**src/rtl/encoder_rv32i_pkg.sv**
```systemverilog
// Shared opcode constants, instruction format enum and immediate-range helper
// for the RV32I field encoder.
package encoder_rv32i_pkg;

  localparam logic [6:0] OP_LUI    = 7'b0110111;
  localparam logic [6:0] OP_AUIPC  = 7'b0010111;
  localparam logic [6:0] OP_JAL    = 7'b1101111;
  localparam logic [6:0] OP_JALR   = 7'b1100111;
  localparam logic [6:0] OP_BRANCH = 7'b1100011;
  localparam logic [6:0] OP_LOAD   = 7'b0000011;
  localparam logic [6:0] OP_STORE  = 7'b0100011;
  localparam logic [6:0] OP_IMM    = 7'b0010011;
  localparam logic [6:0] OP_REG    = 7'b0110011;

  localparam logic [6:0] F7_ZERO = 7'b0000000;
  localparam logic [6:0] F7_ALT  = 7'b0100000;

  typedef enum logic [2:0] {
    FMT_R,
    FMT_I,
    FMT_ISH,
    FMT_S,
    FMT_B,
    FMT_U,
    FMT_J,
    FMT_ILL
  } inst_fmt_t;

  // True when imm[31:msb] are all equal, i.e. imm fits a signed field whose
  // sign bit sits at position msb.
  function automatic logic sext_ok(input logic [31:0] imm, input int unsigned msb);
    logic [31:0] t;
    t = 32'($signed(imm) >>> msb);
    return (t == '0) || (t == '1);
  endfunction

endpackage

```
**src/rtl/encoder_rv32i_if.sv**
```systemverilog
// Field-input stream, encoded-word output stream and status counters of the
// RV32I encoder, bundled for connection between producer/consumer and encoder.
interface encoder_rv32i_if #(
  parameter int REG_WIDTH   = 5,
  parameter int COUNT_WIDTH = 16
);
  logic                   i_Valid;
  logic                   o_Ready;
  logic [6:0]             i_OP;
  logic [2:0]             i_Funct3;
  logic [6:0]             i_Funct7;
  logic [REG_WIDTH-1:0]   i_RS1;
  logic [REG_WIDTH-1:0]   i_RS2;
  logic [REG_WIDTH-1:0]   i_RD;
  logic [31:0]            i_IMM;
  logic                   o_Valid;
  logic                   i_Ready;
  logic [31:0]            o_Inst;
  logic                   o_Error;
  logic [COUNT_WIDTH-1:0] o_Count;
  logic [COUNT_WIDTH-1:0] o_ErrCount;

  // Encoder side
  modport slave (
    input  i_Valid, i_OP, i_Funct3, i_Funct7, i_RS1, i_RS2, i_RD, i_IMM, i_Ready,
    output o_Ready, o_Valid, o_Inst, o_Error, o_Count, o_ErrCount
  );

  // Producer / consumer side
  modport master (
    output i_Valid, i_OP, i_Funct3, i_Funct7, i_RS1, i_RS2, i_RD, i_IMM, i_Ready,
    input  o_Ready, o_Valid, o_Inst, o_Error, o_Count, o_ErrCount
  );
endinterface

```
**src/rtl/encoder_rv32i_sync_fifo.sv**
```systemverilog
// Single-clock FIFO; head word is driven to zero while empty so the output
// bus reads 0 whenever nothing is buffered.
module sync_fifo #(
  parameter int WIDTH = 32,
  parameter int DEPTH = 2
) (
  input  logic             clk_i,
  input  logic             rst_n_i,
  input  logic             push_i,
  input  logic [WIDTH-1:0] din_i,
  input  logic             pop_i,
  output logic [WIDTH-1:0] dout_o,
  output logic             full_o,
  output logic             empty_o
);
  localparam int AW = (DEPTH > 1) ? $clog2(DEPTH) : 1;
  localparam int CW = AW + 1;

  logic [WIDTH-1:0] mem_q [DEPTH];
  logic [AW-1:0]    wr_ptr_q, wr_ptr_d;
  logic [AW-1:0]    rd_ptr_q, rd_ptr_d;
  logic [CW-1:0]    count_q, count_d;
  logic             do_push, do_pop;

  assign full_o  = (count_q == CW'(DEPTH));
  assign empty_o = (count_q == '0);
  assign do_push = push_i & ~full_o;
  assign do_pop  = pop_i & ~empty_o;
  assign dout_o  = empty_o ? '0 : mem_q[rd_ptr_q];

  // Next pointers and occupancy; pointers wrap naturally since DEPTH is 2^AW
  always_comb begin
    wr_ptr_d = wr_ptr_q;
    rd_ptr_d = rd_ptr_q;
    count_d  = count_q;
    if (do_push) wr_ptr_d = wr_ptr_q + AW'(1);
    if (do_pop)  rd_ptr_d = rd_ptr_q + AW'(1);
    if (do_push && !do_pop)      count_d = count_q + CW'(1);
    else if (do_pop && !do_push) count_d = count_q - CW'(1);
  end

  // Storage and pointer registers
  always_ff @(posedge clk_i or negedge rst_n_i) begin
    if (!rst_n_i) begin
      wr_ptr_q <= '0;
      rd_ptr_q <= '0;
      count_q  <= '0;
      for (int i = 0; i < DEPTH; i++) mem_q[i] <= '0;
    end else begin
      wr_ptr_q <= wr_ptr_d;
      rd_ptr_q <= rd_ptr_d;
      count_q  <= count_d;
      if (do_push) mem_q[wr_ptr_q] <= din_i;
    end
  end
endmodule

```
**src/rtl/encoder_rv32i.sv**
```systemverilog
// RV32I field encoder: classifies the incoming fields, checks them for
// legality, packs legal ones into an instruction word and queues it.
module encoder_rv32i
  import encoder_rv32i_pkg::*;
#(
  parameter int REG_WIDTH   = 5,
  parameter int FIFO_DEPTH  = 2,
  parameter int COUNT_WIDTH = 16
) (
  input  logic           i_Clock,
  input  logic           i_Reset,
  encoder_rv32i_if.slave bus
);
  inst_fmt_t              fmt;
  logic                   fields_ok;
  logic                   imm_ok;
  logic                   legal;
  logic [31:0]            word;
  logic [4:0]             rs1, rs2, rd;
  logic [6:0]             op, f7;
  logic [2:0]             f3;
  logic [31:0]            imm;
  logic                   full, empty;
  logic                   accept;
  logic                   err_q;
  logic [COUNT_WIDTH-1:0] cnt_q, err_cnt_q;

  assign op  = bus.i_OP;
  assign f3  = bus.i_Funct3;
  assign f7  = bus.i_Funct7;
  assign imm = bus.i_IMM;
  assign rs1 = 5'(bus.i_RS1);
  assign rs2 = 5'(bus.i_RS2);
  assign rd  = 5'(bus.i_RD);

  // Ready depends only on registered occupancy, never on the offered fields
  assign accept = bus.i_Valid & ~full;

  // Format classification and opcode/funct legality
  always_comb begin
    fmt       = FMT_ILL;
    fields_ok = 1'b0;
    case (op)
      OP_LUI, OP_AUIPC: begin fmt = FMT_U; fields_ok = 1'b1; end
      OP_JAL:           begin fmt = FMT_J; fields_ok = 1'b1; end
      OP_JALR:          begin fmt = FMT_I; fields_ok = (f3 == 3'b000); end
      OP_BRANCH:        begin fmt = FMT_B; fields_ok = (f3 != 3'b010) && (f3 != 3'b011); end
      OP_LOAD: begin
        fmt       = FMT_I;
        fields_ok = (f3 == 3'b000) || (f3 == 3'b001) || (f3 == 3'b010) ||
                    (f3 == 3'b100) || (f3 == 3'b101);
      end
      OP_STORE: begin
        fmt       = FMT_S;
        fields_ok = (f3 == 3'b000) || (f3 == 3'b001) || (f3 == 3'b010);
      end
      OP_IMM: begin
        if (f3 == 3'b001 || f3 == 3'b101) begin
          fmt       = FMT_ISH;
          fields_ok = (f7 == F7_ZERO) || (f7 == F7_ALT && f3 == 3'b101);
        end else begin
          fmt       = FMT_I;
          fields_ok = 1'b1;
        end
      end
      OP_REG: begin
        fmt       = FMT_R;
        fields_ok = (f7 == F7_ZERO) || (f7 == F7_ALT && (f3 == 3'b000 || f3 == 3'b101));
      end
      default: begin fmt = FMT_ILL; fields_ok = 1'b0; end
    endcase
  end

  // Immediate range/alignment check and word packing per format
  always_comb begin
    imm_ok = 1'b0;
    word   = '0;
    case (fmt)
      FMT_R: begin
        imm_ok = 1'b1;
        word   = {f7, rs2, rs1, f3, rd, op};
      end
      FMT_I: begin
        imm_ok = sext_ok(imm, 11);
        word   = {imm[11:0], rs1, f3, rd, op};
      end
      FMT_ISH: begin
        imm_ok = (imm[31:5] == '0);
        word   = {f7, imm[4:0], rs1, f3, rd, op};
      end
      FMT_S: begin
        imm_ok = sext_ok(imm, 11);
        word   = {imm[11:5], rs2, rs1, f3, imm[4:0], op};
      end
      FMT_B: begin
        imm_ok = sext_ok(imm, 12) & ~imm[0];
        word   = {imm[12], imm[10:5], rs2, rs1, f3, imm[4:1], imm[11], op};
      end
      FMT_U: begin
        imm_ok = (imm[11:0] == '0);
        word   = {imm[31:12], rd, op};
      end
      FMT_J: begin
        imm_ok = sext_ok(imm, 20) & ~imm[0];
        word   = {imm[20], imm[10:1], imm[11], imm[19:12], rd, op};
      end
      default: begin
        imm_ok = 1'b0;
        word   = '0;
      end
    endcase
  end

  assign legal = fields_ok & imm_ok;

  sync_fifo #(
    .WIDTH (32),
    .DEPTH (FIFO_DEPTH)
  ) u_fifo (
    .clk_i   (i_Clock),
    .rst_n_i (i_Reset),
    .push_i  (accept & legal),
    .din_i   (word),
    .pop_i   (bus.i_Ready),
    .dout_o  (bus.o_Inst),
    .full_o  (full),
    .empty_o (empty)
  );

  // Error pulse, wrapping word counter and saturating error counter
  always_ff @(posedge i_Clock or negedge i_Reset) begin
    if (!i_Reset) begin
      err_q     <= 1'b0;
      cnt_q     <= '0;
      err_cnt_q <= '0;
    end else begin
      err_q <= accept & ~legal;
      if (accept && legal) cnt_q <= cnt_q + COUNT_WIDTH'(1);
      if (accept && !legal && (err_cnt_q != '1)) err_cnt_q <= err_cnt_q + COUNT_WIDTH'(1);
    end
  end

  assign bus.o_Ready    = ~full;
  assign bus.o_Valid    = ~empty;
  assign bus.o_Error    = err_q;
  assign bus.o_Count    = cnt_q;
  assign bus.o_ErrCount = err_cnt_q;
endmodule

```
**src/flat_wrapper.sv**
```systemverilog
// flat-port wrapper written by rule: the top's interface ports become plain ports
module encoder_rv32i_flat import encoder_rv32i_pkg::*;
#(
  parameter int REG_WIDTH   = 5,
  parameter int FIFO_DEPTH  = 2,
  parameter int COUNT_WIDTH = 16
)
  (i_Clock, i_Reset, bus_i_Valid, bus_i_OP, bus_i_Funct3, bus_i_Funct7, bus_i_RS1, bus_i_RS2, bus_i_RD, bus_i_IMM, bus_i_Ready, bus_o_Ready, bus_o_Valid, bus_o_Inst, bus_o_Error, bus_o_Count, bus_o_ErrCount);
  encoder_rv32i_if #(.REG_WIDTH(REG_WIDTH), .COUNT_WIDTH(COUNT_WIDTH)) bus_i ();
  input  logic i_Clock;
  input  logic i_Reset;
  input wire logic [$bits(bus_i.i_Valid)-1:0] bus_i_Valid;
  input wire logic [$bits(bus_i.i_OP)-1:0] bus_i_OP;
  input wire logic [$bits(bus_i.i_Funct3)-1:0] bus_i_Funct3;
  input wire logic [$bits(bus_i.i_Funct7)-1:0] bus_i_Funct7;
  input wire logic [$bits(bus_i.i_RS1)-1:0] bus_i_RS1;
  input wire logic [$bits(bus_i.i_RS2)-1:0] bus_i_RS2;
  input wire logic [$bits(bus_i.i_RD)-1:0] bus_i_RD;
  input wire logic [$bits(bus_i.i_IMM)-1:0] bus_i_IMM;
  input wire logic [$bits(bus_i.i_Ready)-1:0] bus_i_Ready;
  output wire logic [$bits(bus_i.o_Ready)-1:0] bus_o_Ready;
  output wire logic [$bits(bus_i.o_Valid)-1:0] bus_o_Valid;
  output wire logic [$bits(bus_i.o_Inst)-1:0] bus_o_Inst;
  output wire logic [$bits(bus_i.o_Error)-1:0] bus_o_Error;
  output wire logic [$bits(bus_i.o_Count)-1:0] bus_o_Count;
  output wire logic [$bits(bus_i.o_ErrCount)-1:0] bus_o_ErrCount;
  assign bus_i.i_Valid = bus_i_Valid;
  assign bus_i.i_OP = bus_i_OP;
  assign bus_i.i_Funct3 = bus_i_Funct3;
  assign bus_i.i_Funct7 = bus_i_Funct7;
  assign bus_i.i_RS1 = bus_i_RS1;
  assign bus_i.i_RS2 = bus_i_RS2;
  assign bus_i.i_RD = bus_i_RD;
  assign bus_i.i_IMM = bus_i_IMM;
  assign bus_i.i_Ready = bus_i_Ready;
  assign bus_o_Ready = bus_i.o_Ready;
  assign bus_o_Valid = bus_i.o_Valid;
  assign bus_o_Inst = bus_i.o_Inst;
  assign bus_o_Error = bus_i.o_Error;
  assign bus_o_Count = bus_i.o_Count;
  assign bus_o_ErrCount = bus_i.o_ErrCount;
  encoder_rv32i #(.REG_WIDTH(REG_WIDTH), .FIFO_DEPTH(FIFO_DEPTH), .COUNT_WIDTH(COUNT_WIDTH)) u_core (.i_Clock(i_Clock), .i_Reset(i_Reset), .bus(bus_i));
endmodule
```
**config.mk**
```make
export PLATFORM = sky130hd
export DESIGN_NAME = encoder_rv32i_flat
export DESIGN_NICKNAME = d
export VERILOG_FILES = /design/src/rtl/encoder_rv32i_pkg.sv /design/src/rtl/encoder_rv32i_if.sv /design/src/rtl/encoder_rv32i_sync_fifo.sv /design/src/rtl/encoder_rv32i.sv /design/src/flat_wrapper.sv
export SDC_FILE = /design/constraint.sdc
export NUM_CORES = 1
export LEC_CHECK = 0
export CORE_ASPECT_RATIO = 2
export CORE_MARGIN = 2
export CORE_UTILIZATION = 50
export CTS_BUF_LIST = sky130_fd_sc_hd__clkbuf_16
export DETAILED_ROUTE_END_ITERATION = 16
export DONT_BUFFER_PORTS = 1
export SLEW_MARGIN = 10
export SYNTH_ARGS = -nofsm -noshare
export SYNTH_HDL_FRONTEND = slang
export SYNTH_SLANG_ARGS = --single-unit
```
**constraint.sdc**
```tcl
create_clock -name i_Clock -period 3.83 [get_ports i_Clock]
set_clock_uncertainty 0.1 [all_clocks]
set_input_delay 0.766 -clock i_Clock [delete_from_list [all_inputs] [get_ports i_Clock]]
set_output_delay 0.766 -clock i_Clock [all_outputs]
set_load 0.01 [all_outputs]
```
==> results.sh <==
export IMPL_outcome="complete, no violations"
export IMPL_cts_made_buffers=9
export IMPL_final_core_util=0.552
export IMPL_peak_vdd_ir_uv=425
export IMPL_synth_largest_type_area_fraction=0.458
export IMPL_grt_overflow_total=0
export IMPL_drt_antenna_violating_nets=0
export IMPL_final_hold_worst_slack_ns=0.00998
export IMPL_detail_route_first_pass_iterations=8
export IMPL_hp_class="input pin to asynchronous set/reset pin"
export IMPL_post_route_min_period_ns=2.83
export IMPL_post_dp_cell_area_um2=5600
export IMPL_power_mw=2.61
export IMPL_num_antenna_cells=0
export IMPL_dpl_hpwl_um=11800
export IMPL_timing_final_setup_violations=0
export IMPL_timing_max_cap_violations=0
export IMPL_placed_cells_incl_taps=689
export IMPL_crit_buf_inv=1
export IMPL_criticalPathCategory="input pin to register"
export IMPL_synthFlopType="sky130_fd_sc_hd__dfrtp_1"
export IMPL_max_freq_mhz=354
export IMPL_die_area_um2=12000
export IMPL_power_switching_uw=831
export IMPL_internal_power_mw=1.78
export IMPL_power_frac_comb=0.180
export IMPL_worst_endpoint_arrival_ns=2.96
export IMPL_grt_setup_unrepaired="false"
export IMPL_htreeDepth=3
export IMPL_n_fill_cell=1011
export IMPL_worst_slew_pin_slew_ns=0.894
export IMPL_detail_route_wl_per_cell_um=23.2
export IMPL_regToRegSetupSlack_ns=1.32
export IMPL_critical_path_slowest_cell="sky130_fd_sc_hd__nor2_1"
export IMPL_placementRows=54
export IMPL_yosysUniqueCellTypes=66
export IMPL_final_max_slew_viol_count=0
export IMPL_critPathMaxStageDelay_ns=0.48
export IMPL_switching_share=0.319
export IMPL_core_um2=10800
export IMPL_tritoncts="done"
export IMPL_design_area_um2=5970
export IMPL_final_common_cell="sky130_fd_sc_hd__dfrtp_1"
export IMPL_fp_dieH_um=153
export IMPL_detail_route_drc_violations=0
export IMPL_syn_area_per_cell_um2=9.64
export IMPL_power_per_unit_of_standard_cell_area_nw_per_um2=437
export IMPL_worst_slack_ns=1.00
export IMPL_first_iter_violations=381
export IMPL_power_frac_seq=0.481
export IMPL_synthesized_cell_area_um2=5520
export IMPL_num_nets_final=638
export IMPL_ctsLongestPathBuffers=2
export IMPL_cts_sinks=101
export IMPL_yosys_top_cells_area="sky130_fd_sc_hd__dfrtp_1, sky130_fd_sc_hd__mux2i_1, sky130_fd_sc_hd__nor2_1"
export IMPL_yosysWarningCount=0
export IMPL_clkTransAtPathRegs_ns=0.07
export IMPL_areaGrowthSynthToFinish_pct=8.02
export IMPL_dieWidth_um=78.3
export IMPL_total_number_of_vias=4397
export IMPL_clk_latency_ns=0.35
export IMPL_global_route_wire_length_before_repair_um=24900
export IMPL_grt_antenna_before_repair=0
export IMPL_root_buffer_cell="sky130_fd_sc_hd__clkbuf_16"
export IMPL_fraction_of_layout_cells_with_a_size_suffix_above_1=0.0944
export IMPL_cp_top_family="simple AND/OR/NAND/NOR gates"
export IMPL_timing_critical_path_required_ns=3.97
export IMPL_yosysSeqAreaShare=0.458
export IMPL_cp_start_kind="input pin"
export IMPL_syn_inst=573
export IMPL_gp_congestion=0.872
export IMPL_largest_fanout_on_the_critical_path=18
export IMPL_setup_total_negative_slack_ns=0
export IMPL_fin_cells=712
export IMPL_portBuffers=0
export IMPL_slew_headroom=0.402
export IMPL_postSynthRegisterBits=101
export IMPL_finalCritPeriodShare=0.738
export IMPL_cts_resized=0
export IMPL_post_synth_top_area_cell="sky130_fd_sc_hd__dfrtp_1"
export IMPL_asyncSetResetFlopFracSynth=1.00
export IMPL_grt_max_degree=63
export IMPL_layout_cells_most_common_list="sky130_fd_sc_hd__dfrtp_1, sky130_fd_sc_hd__nor2_1, sky130_fd_sc_hd__nand2_1, sky130_fd_sc_hd__o21ai_0, sky130_fd_sc_hd__mux2i_1"
export IMPL_postSynthNetCount=644
export IMPL_reported_leakage_power_nw=2.67
export IMPL_routed_wl_um=16500
export IMPL_initial_core_util=0.511
export IMPL_final_hold_viol_count=0
export IMPL_synth_enable_flop_cells=0
export IMPL_category_of_the_worst_setup_path_capture_point="register"
export IMPL_cell_by_cell_trace_of_the_critical_path="and2_1, nand3b_1, nor2_1, a22o_2, o21a_1, buf_4, mux2_2"
export IMPL_groute_usage_overall=0.273
export IMPL_route_detailed_vias_per_inst=6.18
export IMPL_io_pins=135
export IMPL_first_global_vias=4546
export IMPL_dp_slack_ns=0.675
export IMPL_share_clk_of_total_power=0.339
==> cells in the mapped netlist, drive strengths merged (3+ instances only) <==
cell    instances
nor4            7
or2             3
a31oi           4
o211ai          3
nor3            8
ha              3
a211oi          3
xnor2          29
inv             5
mux2i          33
xor2            5
a222oi         12
o21ai          40
nor2           75
nand2b         11
dfrtp         101
mux2            4
nand2          52
buf            20
and2            5
clkbuf         13
a21oi          29
or4             5
a22oi          13
and3           17
nor2b           4
nand4          19
nand3          22
==> worst reg2reg max path, delay by kind of cell, from the launching register on <==
| kind | cells | cell delay (ns) |
|---|---|---|
| DFF | 1 | 0.42 |
| muxes | 1 | 0.30 |
| and+or+nand+nor | 4 | 0.83 |
| AOI/OAI and AO/OA | 3 | 0.75 |
==> layer usage <==
layer | track usage | wire length (um) | vias to the layer above
met1 | 0.276 | 5650 | 2143
li1 | - | - | 2055
met3 | 0.0770 | 1140 | 31
met2 | 0.509 | 9190 | 168
met4 | 0.115 | 570 | 0
met5 | 0 | 0 | -
==> sequential cells by signal, summed over array words and instances, names as in the netlist <==
name,cells
u_core.bus.o_ErrCount,16
u_core.bus.o_Count,16
u_core.u_fifo.count_q,2
u_core.bus.o_Error,1
u_core.u_fifo.mem_q,64
u_core.u_fifo.wr_ptr_q,1
u_core.u_fifo.rd_ptr_q,1
==> area by class of cell <==
| type | count | area [um2] | share of cell area |
|---|---|---|---|
| Clock buffer | 9 | 225 | 0.0378 |
| Clock inverter | 7 | 57.6 | 0.00965 |
| Inverter | 5 | 18.8 | 0.00315 |
| Multi-Input combinational cell | 434 | 2800 | 0.469 |
| Sequential cell | 101 | 2530 | 0.424 |
| Tap cell | 140 | 175 | 0.0294 |
| Timing Repair Buffer | 16 | 160 | 0.0268 |
==> what timing repair did <==
item,in CTS,in global routing
hold buffers,3,4
setup buffers,0,0
hold endpoints to repair,27,10
==> logic make-up (layout without fill, tap and decap cells) <==
kind of cell,after synthesis,in the layout,synth area share
AO/OA/AOI/OAI,121,121,0.145
XOR/XNOR,34,34,0.0580
adder cells (fa/ha/maj),3,3,0.00680
buffers and inverters,38,37,0.0385
flip-flops,101,101,0.458
multiplexers,37,37,0.0686
AND/OR/NAND/NOR,239,239,0.225
==> power groups by stage <==
stage / clock network, mW / logic, mW / registers [mW]
after floorplan: 0 / 0.401 / 1.21
after global placement: 0 / 0.432 / 1.27
after detailed placement: 0 / 0.442 / 1.28
after CTS: 0.901 / 0.458 / 1.26
after global routing: 0.937 / 0.516 / 1.27
final: 0.883 / 0.469 / 1.26
==> path summary, 6_finish.rpt <==
check                                                      from                              endpoint  cells after the start
hold reg to reg             u_core.u_fifo.mem_q[33]$_DFFE_PN0P_   u_core.u_fifo.mem_q[33]$_DFFE_PN0P_                      1
hold / removal                                          i_Reset   u_core.u_fifo.mem_q[52]$_DFFE_PN0P_                      0
max in group asynchronous                               i_Reset   u_core.u_fifo.mem_q[49]$_DFFE_PN0P_                      1
setup / recovery                                    bus_i_OP[1]     u_core.bus.o_Count[1]$_DFFE_PN0P_                      7
setup reg to reg           u_core.u_fifo.count_q[0]$_DFFE_PN0P_  u_core.bus.o_ErrCount[1]$_DFFE_PN0P_                      8
min in group i_Clock        u_core.u_fifo.mem_q[33]$_DFFE_PN0P_   u_core.u_fifo.mem_q[33]$_DFFE_PN0P_                      1
No activity file was read; power rests on OpenSTA's default activity.
